### config.mk
export PLATFORM = sky130hd
export DESIGN_NAME = alu_issue_ctrl
export DESIGN_NICKNAME = d
export VERILOG_FILES = /design/src/rtl/alu_pkg.sv /design/src/rtl/muldiv_iter.sv /design/src/rtl/alu_issue_ctrl.sv
export SDC_FILE = /design/constraint.sdc
export NUM_CORES = 1
export LEC_CHECK = 0
export ABC_AREA = 1
export CAP_MARGIN = 40
export CORE_ASPECT_RATIO = 1.5
export CORE_MARGIN = 2
export CORE_UTILIZATION = 38
export DETAILED_ROUTE_END_ITERATION = 12
export GPL_ROUTABILITY_DRIVEN = 1
export HOLD_SLACK_MARGIN = 0.02
export PLACE_DENSITY = 0.85
export REMOVE_ABC_BUFFERS = 1
export SLEW_MARGIN = 20
export SYNTH_ARGS = -nofsm -noshare
export SYNTH_HDL_FRONTEND = slang
export SYNTH_SLANG_ARGS = --single-unit
### constraint.sdc
create_clock -name clk -period 5.08 [get_ports clk]
set_clock_uncertainty 0.15 [all_clocks]
set_input_delay 1.016 -clock clk [delete_from_list [all_inputs] [get_ports clk]]
set_output_delay 1.016 -clock clk [all_outputs]
set_load 0.1 [all_outputs]
### src/rtl/alu_pkg.sv
// Shared constants for the execute-stage issue controller: ALU codes, ALUOp/funct
// encodings, controller state enum and the ALUOp/funct -> ALU code decoder.
package alu_pkg;

  localparam logic [3:0] ALU_AND = 4'd0;
  localparam logic [3:0] ALU_OR  = 4'd1;
  localparam logic [3:0] ALU_ADD = 4'd2;
  localparam logic [3:0] ALU_SUB = 4'd6;
  localparam logic [3:0] ALU_SLT = 4'd7;
  localparam logic [3:0] ALU_MUL = 4'd8;
  localparam logic [3:0] ALU_DIV = 4'd9;
  localparam logic [3:0] ALU_NOR = 4'd12;
  localparam logic [3:0] ALU_NOP = 4'd15;

  localparam logic [1:0] ALUOP_ADD   = 2'b00;
  localparam logic [1:0] ALUOP_SUB   = 2'b01;
  localparam logic [1:0] ALUOP_RTYPE = 2'b10;
  localparam logic [1:0] ALUOP_OR    = 2'b11;

  localparam logic [5:0] FN_ADD = 6'b100000;
  localparam logic [5:0] FN_SUB = 6'b100010;
  localparam logic [5:0] FN_AND = 6'b100100;
  localparam logic [5:0] FN_OR  = 6'b100101;
  localparam logic [5:0] FN_NOR = 6'b100111;
  localparam logic [5:0] FN_SLT = 6'b101010;
  localparam logic [5:0] FN_MUL = 6'b011000;
  localparam logic [5:0] FN_DIV = 6'b011010;

  typedef enum logic [2:0] {
    ST_IDLE,
    ST_EXEC,
    ST_MUL,
    ST_DIV,
    ST_RESP
  } state_e;

  // Unknown R-type funct yields ALU_NOP; the ALU treats that as a zero result.
  function automatic logic [3:0] alu_code(input logic [1:0] op, input logic [5:0] fn);
    logic [3:0] c;
    c = ALU_NOP;
    case (op)
      ALUOP_ADD: c = ALU_ADD;
      ALUOP_SUB: c = ALU_SUB;
      ALUOP_OR:  c = ALU_OR;
      default: begin
        case (fn)
          FN_ADD:  c = ALU_ADD;
          FN_SUB:  c = ALU_SUB;
          FN_AND:  c = ALU_AND;
          FN_OR:   c = ALU_OR;
          FN_NOR:  c = ALU_NOR;
          FN_SLT:  c = ALU_SLT;
          FN_MUL:  c = ALU_MUL;
          FN_DIV:  c = ALU_DIV;
          default: c = ALU_NOP;
        endcase
      end
    endcase
    return c;
  endfunction

endpackage

### src/rtl/muldiv_iter.sv
// Iterative unsigned multiplier (shift-add) / restoring divider, one bit per cycle.
// Used by alu_issue_ctrl only when ALU_ISSUE_MULDIV_EN is defined.
module muldiv_iter
  import alu_pkg::*;
#(
  parameter int WIDTH = 32,
  parameter int ITER  = WIDTH
) (
  input  logic             clk,
  input  logic             reset,
  input  logic             start_i,
  input  logic             is_div_i,
  input  logic [WIDTH-1:0] a_i,
  input  logic [WIDTH-1:0] b_i,
  output logic             busy_o,
  output logic             done_o,
  output logic [WIDTH-1:0] result_o,
  output logic             dbz_o
);

  localparam int CNT_W = $clog2(ITER) + 1;

  // r: product accumulator / partial remainder
  // s: shifted multiplicand / divisor
  // t: remaining multiplier bits / dividend shifting into quotient
  logic [CNT_W-1:0] cnt_q, cnt_d;
  logic [WIDTH-1:0] r_q, r_d, s_q, s_d, t_q, t_d;
  logic             div_q, div_d, dbz_q, dbz_d;
  logic [WIDTH:0]   rem_sh, diff;

  always_comb begin
    cnt_d  = cnt_q;
    r_d    = r_q;
    s_d    = s_q;
    t_d    = t_q;
    div_d  = div_q;
    dbz_d  = dbz_q;
    rem_sh = {r_q, t_q[WIDTH-1]};
    diff   = rem_sh - {1'b0, s_q};
    if (start_i) begin
      cnt_d = CNT_W'(ITER);
      div_d = is_div_i;
      dbz_d = is_div_i && (b_i == '0);
      r_d   = '0;
      s_d   = b_i;
      t_d   = a_i;
    end else if (cnt_q != '0) begin
      cnt_d = cnt_q - CNT_W'(1);
      if (div_q) begin
        // A zero divisor never underflows, so the quotient fills with ones.
        if (!diff[WIDTH]) begin
          r_d = diff[WIDTH-1:0];
          t_d = {t_q[WIDTH-2:0], 1'b1};
        end else begin
          r_d = rem_sh[WIDTH-1:0];
          t_d = {t_q[WIDTH-2:0], 1'b0};
        end
      end else begin
        r_d = r_q + (t_q[0] ? s_q : '0);
        s_d = s_q << 1;
        t_d = t_q >> 1;
      end
    end
  end

  always_ff @(posedge clk or posedge reset) begin
    if (reset) begin
      cnt_q <= '0;
      r_q   <= '0;
      s_q   <= '0;
      t_q   <= '0;
      div_q <= 1'b0;
      dbz_q <= 1'b0;
    end else begin
      cnt_q <= cnt_d;
      r_q   <= r_d;
      s_q   <= s_d;
      t_q   <= t_d;
      div_q <= div_d;
      dbz_q <= dbz_d;
    end
  end

  // result_o is the outcome of the step taken in the done cycle.
  assign busy_o   = (cnt_q != '0);
  assign done_o   = (cnt_q == CNT_W'(1));
  assign result_o = div_q ? t_d : r_d;
  assign dbz_o    = dbz_q;

endmodule

### src/rtl/alu_issue_ctrl.sv
// Execute-stage issue controller: decodes ALUOp/funct, drives the ALU and registers
// its result. Define ALU_ISSUE_MULDIV_EN to run mul/div on the iterative unit.
module alu_issue_ctrl
  import alu_pkg::*;
#(
  parameter int WIDTH = 32,
  parameter int ITER  = WIDTH
) (
  input  logic             clk,
  input  logic             reset,
  input  logic             in_valid,
  output logic             in_ready,
  input  logic [1:0]       alu_op,
  input  logic [5:0]       funct,
  input  logic [WIDTH-1:0] op_a,
  input  logic [WIDTH-1:0] op_b,
  output logic [3:0]       alu_ctr,
  output logic [WIDTH-1:0] alu_a,
  output logic [WIDTH-1:0] alu_b,
  input  logic [WIDTH-1:0] alu_result,
  output logic             res_valid,
  output logic [WIDTH-1:0] res_data,
  output logic             res_zero,
  output logic             illegal,
  output logic             div_by_zero
);

  state_e           state_q;
  logic [3:0]       ctr_q;
  logic [WIDTH-1:0] a_q, b_q, res_q;
  logic             zero_q, vld_q, ill_q, ill_pend_q;
  logic [3:0]       code;
  logic             code_ill;
  logic             xfer;

  assign code     = alu_code(alu_op, funct);
  assign code_ill = (alu_op == ALUOP_RTYPE) && (code == ALU_NOP);
  assign xfer     = in_valid && (state_q == ST_IDLE);

`ifdef ALU_ISSUE_MULDIV_EN
  logic             md_busy, md_done, md_dbz, dbz_q;
  logic [WIDTH-1:0] md_res;

  muldiv_iter #(.WIDTH(WIDTH), .ITER(ITER)) u_muldiv (
    .clk      (clk),
    .reset    (reset),
    .start_i  (xfer && ((code == ALU_MUL) || (code == ALU_DIV))),
    .is_div_i (code == ALU_DIV),
    .a_i      (op_a),
    .b_i      (op_b),
    .busy_o   (md_busy),
    .done_o   (md_done),
    .result_o (md_res),
    .dbz_o    (md_dbz)
  );

  assign div_by_zero = dbz_q;
`else
  assign div_by_zero = 1'b0;
`endif

  always_ff @(posedge clk or posedge reset) begin
    if (reset) begin
      state_q    <= ST_IDLE;
      ctr_q      <= ALU_NOP;
      a_q        <= '0;
      b_q        <= '0;
      res_q      <= '0;
      zero_q     <= 1'b1;
      vld_q      <= 1'b0;
      ill_q      <= 1'b0;
      ill_pend_q <= 1'b0;
`ifdef ALU_ISSUE_MULDIV_EN
      dbz_q      <= 1'b0;
`endif
    end else begin
      vld_q <= 1'b0;
      ill_q <= 1'b0;
`ifdef ALU_ISSUE_MULDIV_EN
      dbz_q <= 1'b0;
`endif
      case (state_q)
        ST_IDLE: begin
          if (xfer) begin
            ctr_q      <= code;
            a_q        <= op_a;
            b_q        <= op_b;
            ill_pend_q <= code_ill;
`ifdef ALU_ISSUE_MULDIV_EN
            if (code == ALU_MUL)      state_q <= ST_MUL;
            else if (code == ALU_DIV) state_q <= ST_DIV;
            else                      state_q <= ST_EXEC;
`else
            state_q <= ST_EXEC;
`endif
          end
        end
        ST_EXEC: begin
          res_q   <= alu_result;
          zero_q  <= (alu_result == '0);
          vld_q   <= 1'b1;
          ill_q   <= ill_pend_q;
          state_q <= ST_RESP;
        end
`ifdef ALU_ISSUE_MULDIV_EN
        ST_MUL, ST_DIV: begin
          if (md_done) begin
            res_q   <= md_res;
            zero_q  <= (md_res == '0);
            vld_q   <= 1'b1;
            dbz_q   <= md_dbz;
            state_q <= ST_RESP;
          end else if (!md_busy) begin
            state_q <= ST_IDLE;
          end
        end
`endif
        ST_RESP: state_q <= ST_IDLE;
        default: state_q <= ST_IDLE;
      endcase
    end
  end

  assign in_ready  = (state_q == ST_IDLE);
  assign alu_ctr   = ctr_q;
  assign alu_a     = a_q;
  assign alu_b     = b_q;
  assign res_valid = vld_q;
  assign res_data  = res_q;
  assign res_zero  = zero_q;
  assign illegal   = ill_q;

endmodule

==> flow_summary.json, run 1 <==
{
  "status": "finished clean",
  "cts_resized": 0,
  "ys_warn_count": 0,
  "drtPass1Iterations": 5,
  "die_x_um": 90.34,
  "hold_end": "res_data[8]",
  "r2r_start": "state_q[0]",
  "port_buffers": 210,
  "cp_max_fo": 2,
  "drtAntennaViolNets": 0,
  "required_ns": 3.91,
  "remaining_drc_errors": 0,
  "slew_viol_final": 0,
  "fmax_mhz": 354.0,
  "finalHoldViolations": 0,
  "first_iter_violations": 224,
  "yosysUniqueCellTypes": 23,
  "worst-r2r-cell-count": 5,
  "min_period_ns": 2.825,
  "critPathKind": "reg -> out",
  "final_cell_area_mm2": 0.008584,
  "hp-start": "res_data[8]",
  "cts_buffers": 9,
  "clk_path_buf_depth": 2,
  "ys_ff_latch": 106,
  "syn_inst": 495,
  "path_clk_slew_ns": 0.07,
  "tightest_slew_ns": 0.7133,
  "ys_seq_area_frac": 0.6257,
  "power.density_mw_per_mm2": 611.7,
  "antenna_found_initial": 0,
  "globalplace.congestion": 0.7885,
  "grt-ovfl-total": 0,
  "crit_start": "alu_ctr[3]",
  "maxSlewHeadroom": 0.5245,
  "max_cap_viol_count": 0,
  "diodes": 0,
  "grt_pass1_wl_mm": 24.81,
  "viasPerCell": 4.776,
  "placed_area_mm2": 0.008255,
  "grt_usage": 0.2646,
  "fin_crit_sh": 0.5561,
  "min_path_cells": 2,
  "grt_pass1_vias": 4920,
  "synth_area_mm2": 0.004249,
  "wl_per_cell_um": 16.43,
  "hp-class": "reg -> reg",
  "rows": 47,
  "grt_max_degree": 69,
  "start_util": 0.3864,
  "htree_num_levels": 3,
  "r2r_end": "res_data[22]",
  "syn_to_final_growth_pct": 102.0,
  "final.setup.tns_ns": 0,
  "rsz0062_at_grt": "no",
  "wl_mm": 15.70,
  "setup_violations": 0,
  "dp_hpwl_mm": 12.58,
  "r2r_setup_slack_ns": 3.26,
  "syn_area_per_cell_um2": 8.584,
  "core_area_mm2": 0.01100,
  "clock-sinks": 106,
  "root_buffer": "clkbuf_16",
  "drive_above_1_share": 0.1792,
  "final_cell_mix": "nand2_1, clkdlybuf4s50_1, dfrtp_1",
  "clk_latency_ns": 0.33,
  "hold_ws_ns": 0.3339,
  "dieArea_mm2": 0.01206,
  "io_pins": 212,
  "setup_slack_ns": 2.255,
  "via_count": 4566,
  "dp_slack_ns": 2.373,
  "cts_tree": "done",
  "ir_worst_vdd_v": 0.0004538,
  "dieHeight_um": 133.5,
  "cts_hold_buf": 0,
  "start_kind": "flip-flop",
  "nets": 911,
  "end_kind": "output port",
  "p_leak_nw": 4.195,
  "layout_commonest_cell": "nand2_1",
  "post_cts_buffers": 0,
  "crit_arrival_ns": 1.66
}
## stage by stage
stage	power (mW)	std cells	util
finish	5.251	956	0.7806
global placement	3.599	835	0.5876
detailed placement	4.514	940	0.7507
global route	5.411	956	0.7806
CTS	5.277	956	0.7806
floorplan	2.989	474	-
## flip-flops by register name, summed over array words and instances, names as in the netlist
name,cells
alu_a,32
alu_b,32
alu_ctr,4
ill_pend_q,1
illegal,1
res_data,32
res_valid,1
res_zero,1
state_q,2
## worst max-delay path by stage
stage                       endpoint  slack (ns)  cells past startpoint
after floorplan             alu_a[0]        1.13                      1
after global placement    ill_pend_q        2.05                      7
after detailed placement   alu_b[13]        2.37                      6
after CTS                 alu_ctr[3]        2.27                      2
after global routing      alu_ctr[3]        2.24                      2
final                     alu_ctr[3]        2.25                      2
## power by group
part / internal (mW) / switching, mW
combinational: 1.18 / 2.12
clock: 0.461 / 0.294
sequential: 1.06 / 0.134
## critical path, stage by stage (launching register included)
cell	delay [ns]
dfstp_2	0.55
clkdlybuf4s50_1	0.55
buf_8	0.22
## logic make-up after synthesis
group	Yosys count	synth area share
buf+inv	52	0.05241
other cells	1	0.0008825
simple gates	315	0.2959
flops	106	0.6257
compound gates	21	0.02503
## synthesized netlist by cell type
cell	n	area, um2
nand3_2	2	20.02
dfstp_2	5	131.4
o21ai_0	18	90.09
buf_1	1	3.750
inv_1	27	101.4
a31oi_1	1	6.260
dfrtp_1	101	2527
buf_2	10	50.05
o21ai_1	2	10.01
inv_2	4	15.01
nor2_2	7	43.79
buf_6	1	11.26
nor2_1	13	48.80
nand3b_1	1	7.510
nor3_1	1	5.000
nand2_1	272	1021
nand2_2	3	18.77
clkbuf_1	7	26.28
nand3_1	6	30.03
nor4_1	3	18.77
conb_1	1	3.750
buf_4	2	15.01
nand4_1	7	43.79
## per-layer routing
layer / up-vias / global-route usage / wire (um)
met5: - / 0 / 0
met4: 0 / 0.1128 / 518
met3: 37 / 0.06505 / 950
met2: 223 / 0.5134 / 8972
met1: 2188 / 0.2641 / 5263
li1: 2118 / - / -
## cell type report
cell class,count,area [um2]
clock buffer,13,260.3
multi-input combinational,337,1368
inverter,31,118.9
sequential,106,2659
timing repair buffer,319,3926
fill,633,2412
tap,147,183.9
clock inverter,3,68.82
(Power assumes the default switching activity.)
==> inputs of run 2 (changes only) <==
- clock period: 5.08 -> 2.9 ns (I/O delays scaled with it)
==> flow_summary.json, run 2 (synthesized netlist as in run 1, its figures left out) <==
{
  "grt_usage": 0.1965,
  "port_buffers": 210,
  "finalNonFillerCells": 853,
  "setup_violations": 0,
  "p_leak_nw": 3.458,
  "first_iter_violations": 126,
  "r2r_setup_slack_ns": 1.15,
  "top_usage_layer": "met2",
  "grt-ovfl-total": 0,
  "cp_max_fo": 2,
  "via_count": 3942,
  "ir_worst_vdd_v": 0.0005924,
  "max_cap_viol_count": 0,
  "hp-class": "reg -> reg",
  "grt_max_degree": 69,
  "layout_commonest_cell": "nand2_1",
  "slew_viol_final": 0,
  "power.total_mw": 7.416,
  "maxSlewHeadroom": 0.5579,
  "rsz0062_at_grt": "no",
  "drtPass1Iterations": 4,
  "nets": 808,
  "clk_latency_ns": 0.33,
  "start_util": 0.3864,
  "core_area_mm2": 0.01100,
  "grt_pass1_vias": 4021,
  "max_stage_delay_ns": 0.38,
  "dieHeight_um": 133.5,
  "required_ns": 2.17,
  "wl_mm": 11.71,
  "diodes": 0,
  "root_buffer": "clkbuf_16",
  "die_x_um": 90.34,
  "syn_to_final_growth_pct": 53.83,
  "htree_num_levels": 3,
  "use_met2": 0.3492,
  "post-place-cells": 837,
  "clock-sinks": 106,
  "viasPerCell": 4.621,
  "path_clk_slew_ns": 0.07,
  "cts_resized": 0,
  "globalRouteMet1Util": 0.2286,
  "critPathKind": "reg -> out",
  "antenna_found_initial": 0,
  "cp_slowest_cell": "dfrtp_1",
  "fin_crit_sh": 0.6777,
  "rows": 47,
  "start_kind": "flip-flop",
  "remaining_drc_errors": 0,
  "io_pins": 212,
  "crit_arrival_ns": 1.24,
  "fmax_mhz": 508.8,
  "dp_hpwl_mm": 8.857,
  "final_cell_mix": "nand2_1, buf_4, clkdlybuf4s50_1",
  "grt_pass1_wl_mm": 19.16,
  "grt_use_met3": 0.04299,
  "min_period_ns": 1.965,
  "final_cell_area_mm2": 0.006536,
  "finalHoldViolations": 0,
  "placed_area_mm2": 0.006241,
  "dieArea_mm2": 0.01206,
  "cts_tree": "done",
  "tightest_slew_ns": 0.6631,
  "end_kind": "output port",
  "cts_buffers": 9,
  "power.density_mw_per_mm2": 1135,
  "status": "finished clean",
  "clk_path_buf_depth": 2,
  "drtAntennaViolNets": 0,
  "wl_per_cell_um": 13.72,
  "globalplace.congestion": 0.8568,
  "hold_ws_ns": 0.3185,
  "drive_above_1_share": 0.2068,
  "cts_hold_buf": 0,
  "post_cts_buffers": 0,
  "cp_cell_sequence": "nor2_2, buf_4"
}
[run 2: cell types whose count changed in the layout (fill, tap and decap cells not counted), moves of 2 or more]
cell / before / now
buf_4: 4 / 108
clkdlybuf4s50_1: 210 / 106
buf_8: 87 / 0
buf_16: 17 / 0
clkbuf_8: 2 / 0
clkinvlp_4: 0 / 2
[run 2: metal layers]
layer | vias to the layer above | part of all wire
met3 | 29 | 0.067
met1 | 1812 | 0.39
li1 | 1917 | -
met2 | 184 | 0.52
met5 | - | 0
met4 | 0 | 0.026
[run 2: metrics by stage]
| step | util | setup TNS, ns | setup WS [ns] |
|---|---|---|---|
| 6_report | 0.5944 | 0 | 0.9347 |
| 5_1_grt | 0.5944 | 0 | 0.9074 |
| 4_1_cts | 0.5944 | 0 | 0.9360 |
| 3_5_place_dp | 0.5675 | 0 | 0.7667 |
| 3_3_place_gp | 0.5675 | 0 | 0.8313 |
| 2_1_floorplan | - | -86.39 | -0.6106 |
[run 2: where the power goes]
| part | switching [mW] | internal [mW] | leakage (nW) |
|---|---|---|---|
| combinational | 3.34 | 0.781 | 2.02 |
| clock | 0.535 | 0.677 | 0.137 |
| sequential | 0.219 | 1.86 | 1.30 |
[run 2: final timing paths]
| check | end | cells after the start | startpoint |
|---|---|---|---|
| max | in_ready | 2 | state_q[2] |
| min | alu_ctr[1] | 2 | alu_ctr[1] |
| max reg2reg | res_zero | 7 | state_q[2] |
| min reg2reg | alu_ctr[1] | 2 | alu_ctr[1] |
| max in group asynchronous | res_zero | 3 | reset |
| min in group asynchronous | alu_b[21] | 2 | reset |
[run 2: critical path: cells and delay by family (launching register included)]
family | cells | cell delay, ns
buf+inv | 1 | 0.33
flops | 1 | 0.38
simple gates | 1 | 0.19
[run 2: area by class of cell]
type,instances,area [um2]
Fill cell,931,4461
Sequential cell,106,2659
Tap cell,147,183.9
Timing Repair Buffer,216,1912
Multi-Input combinational cell,337,1368
Clock inverter,5,62.56
Inverter,31,118.9
Clock buffer,11,232.7
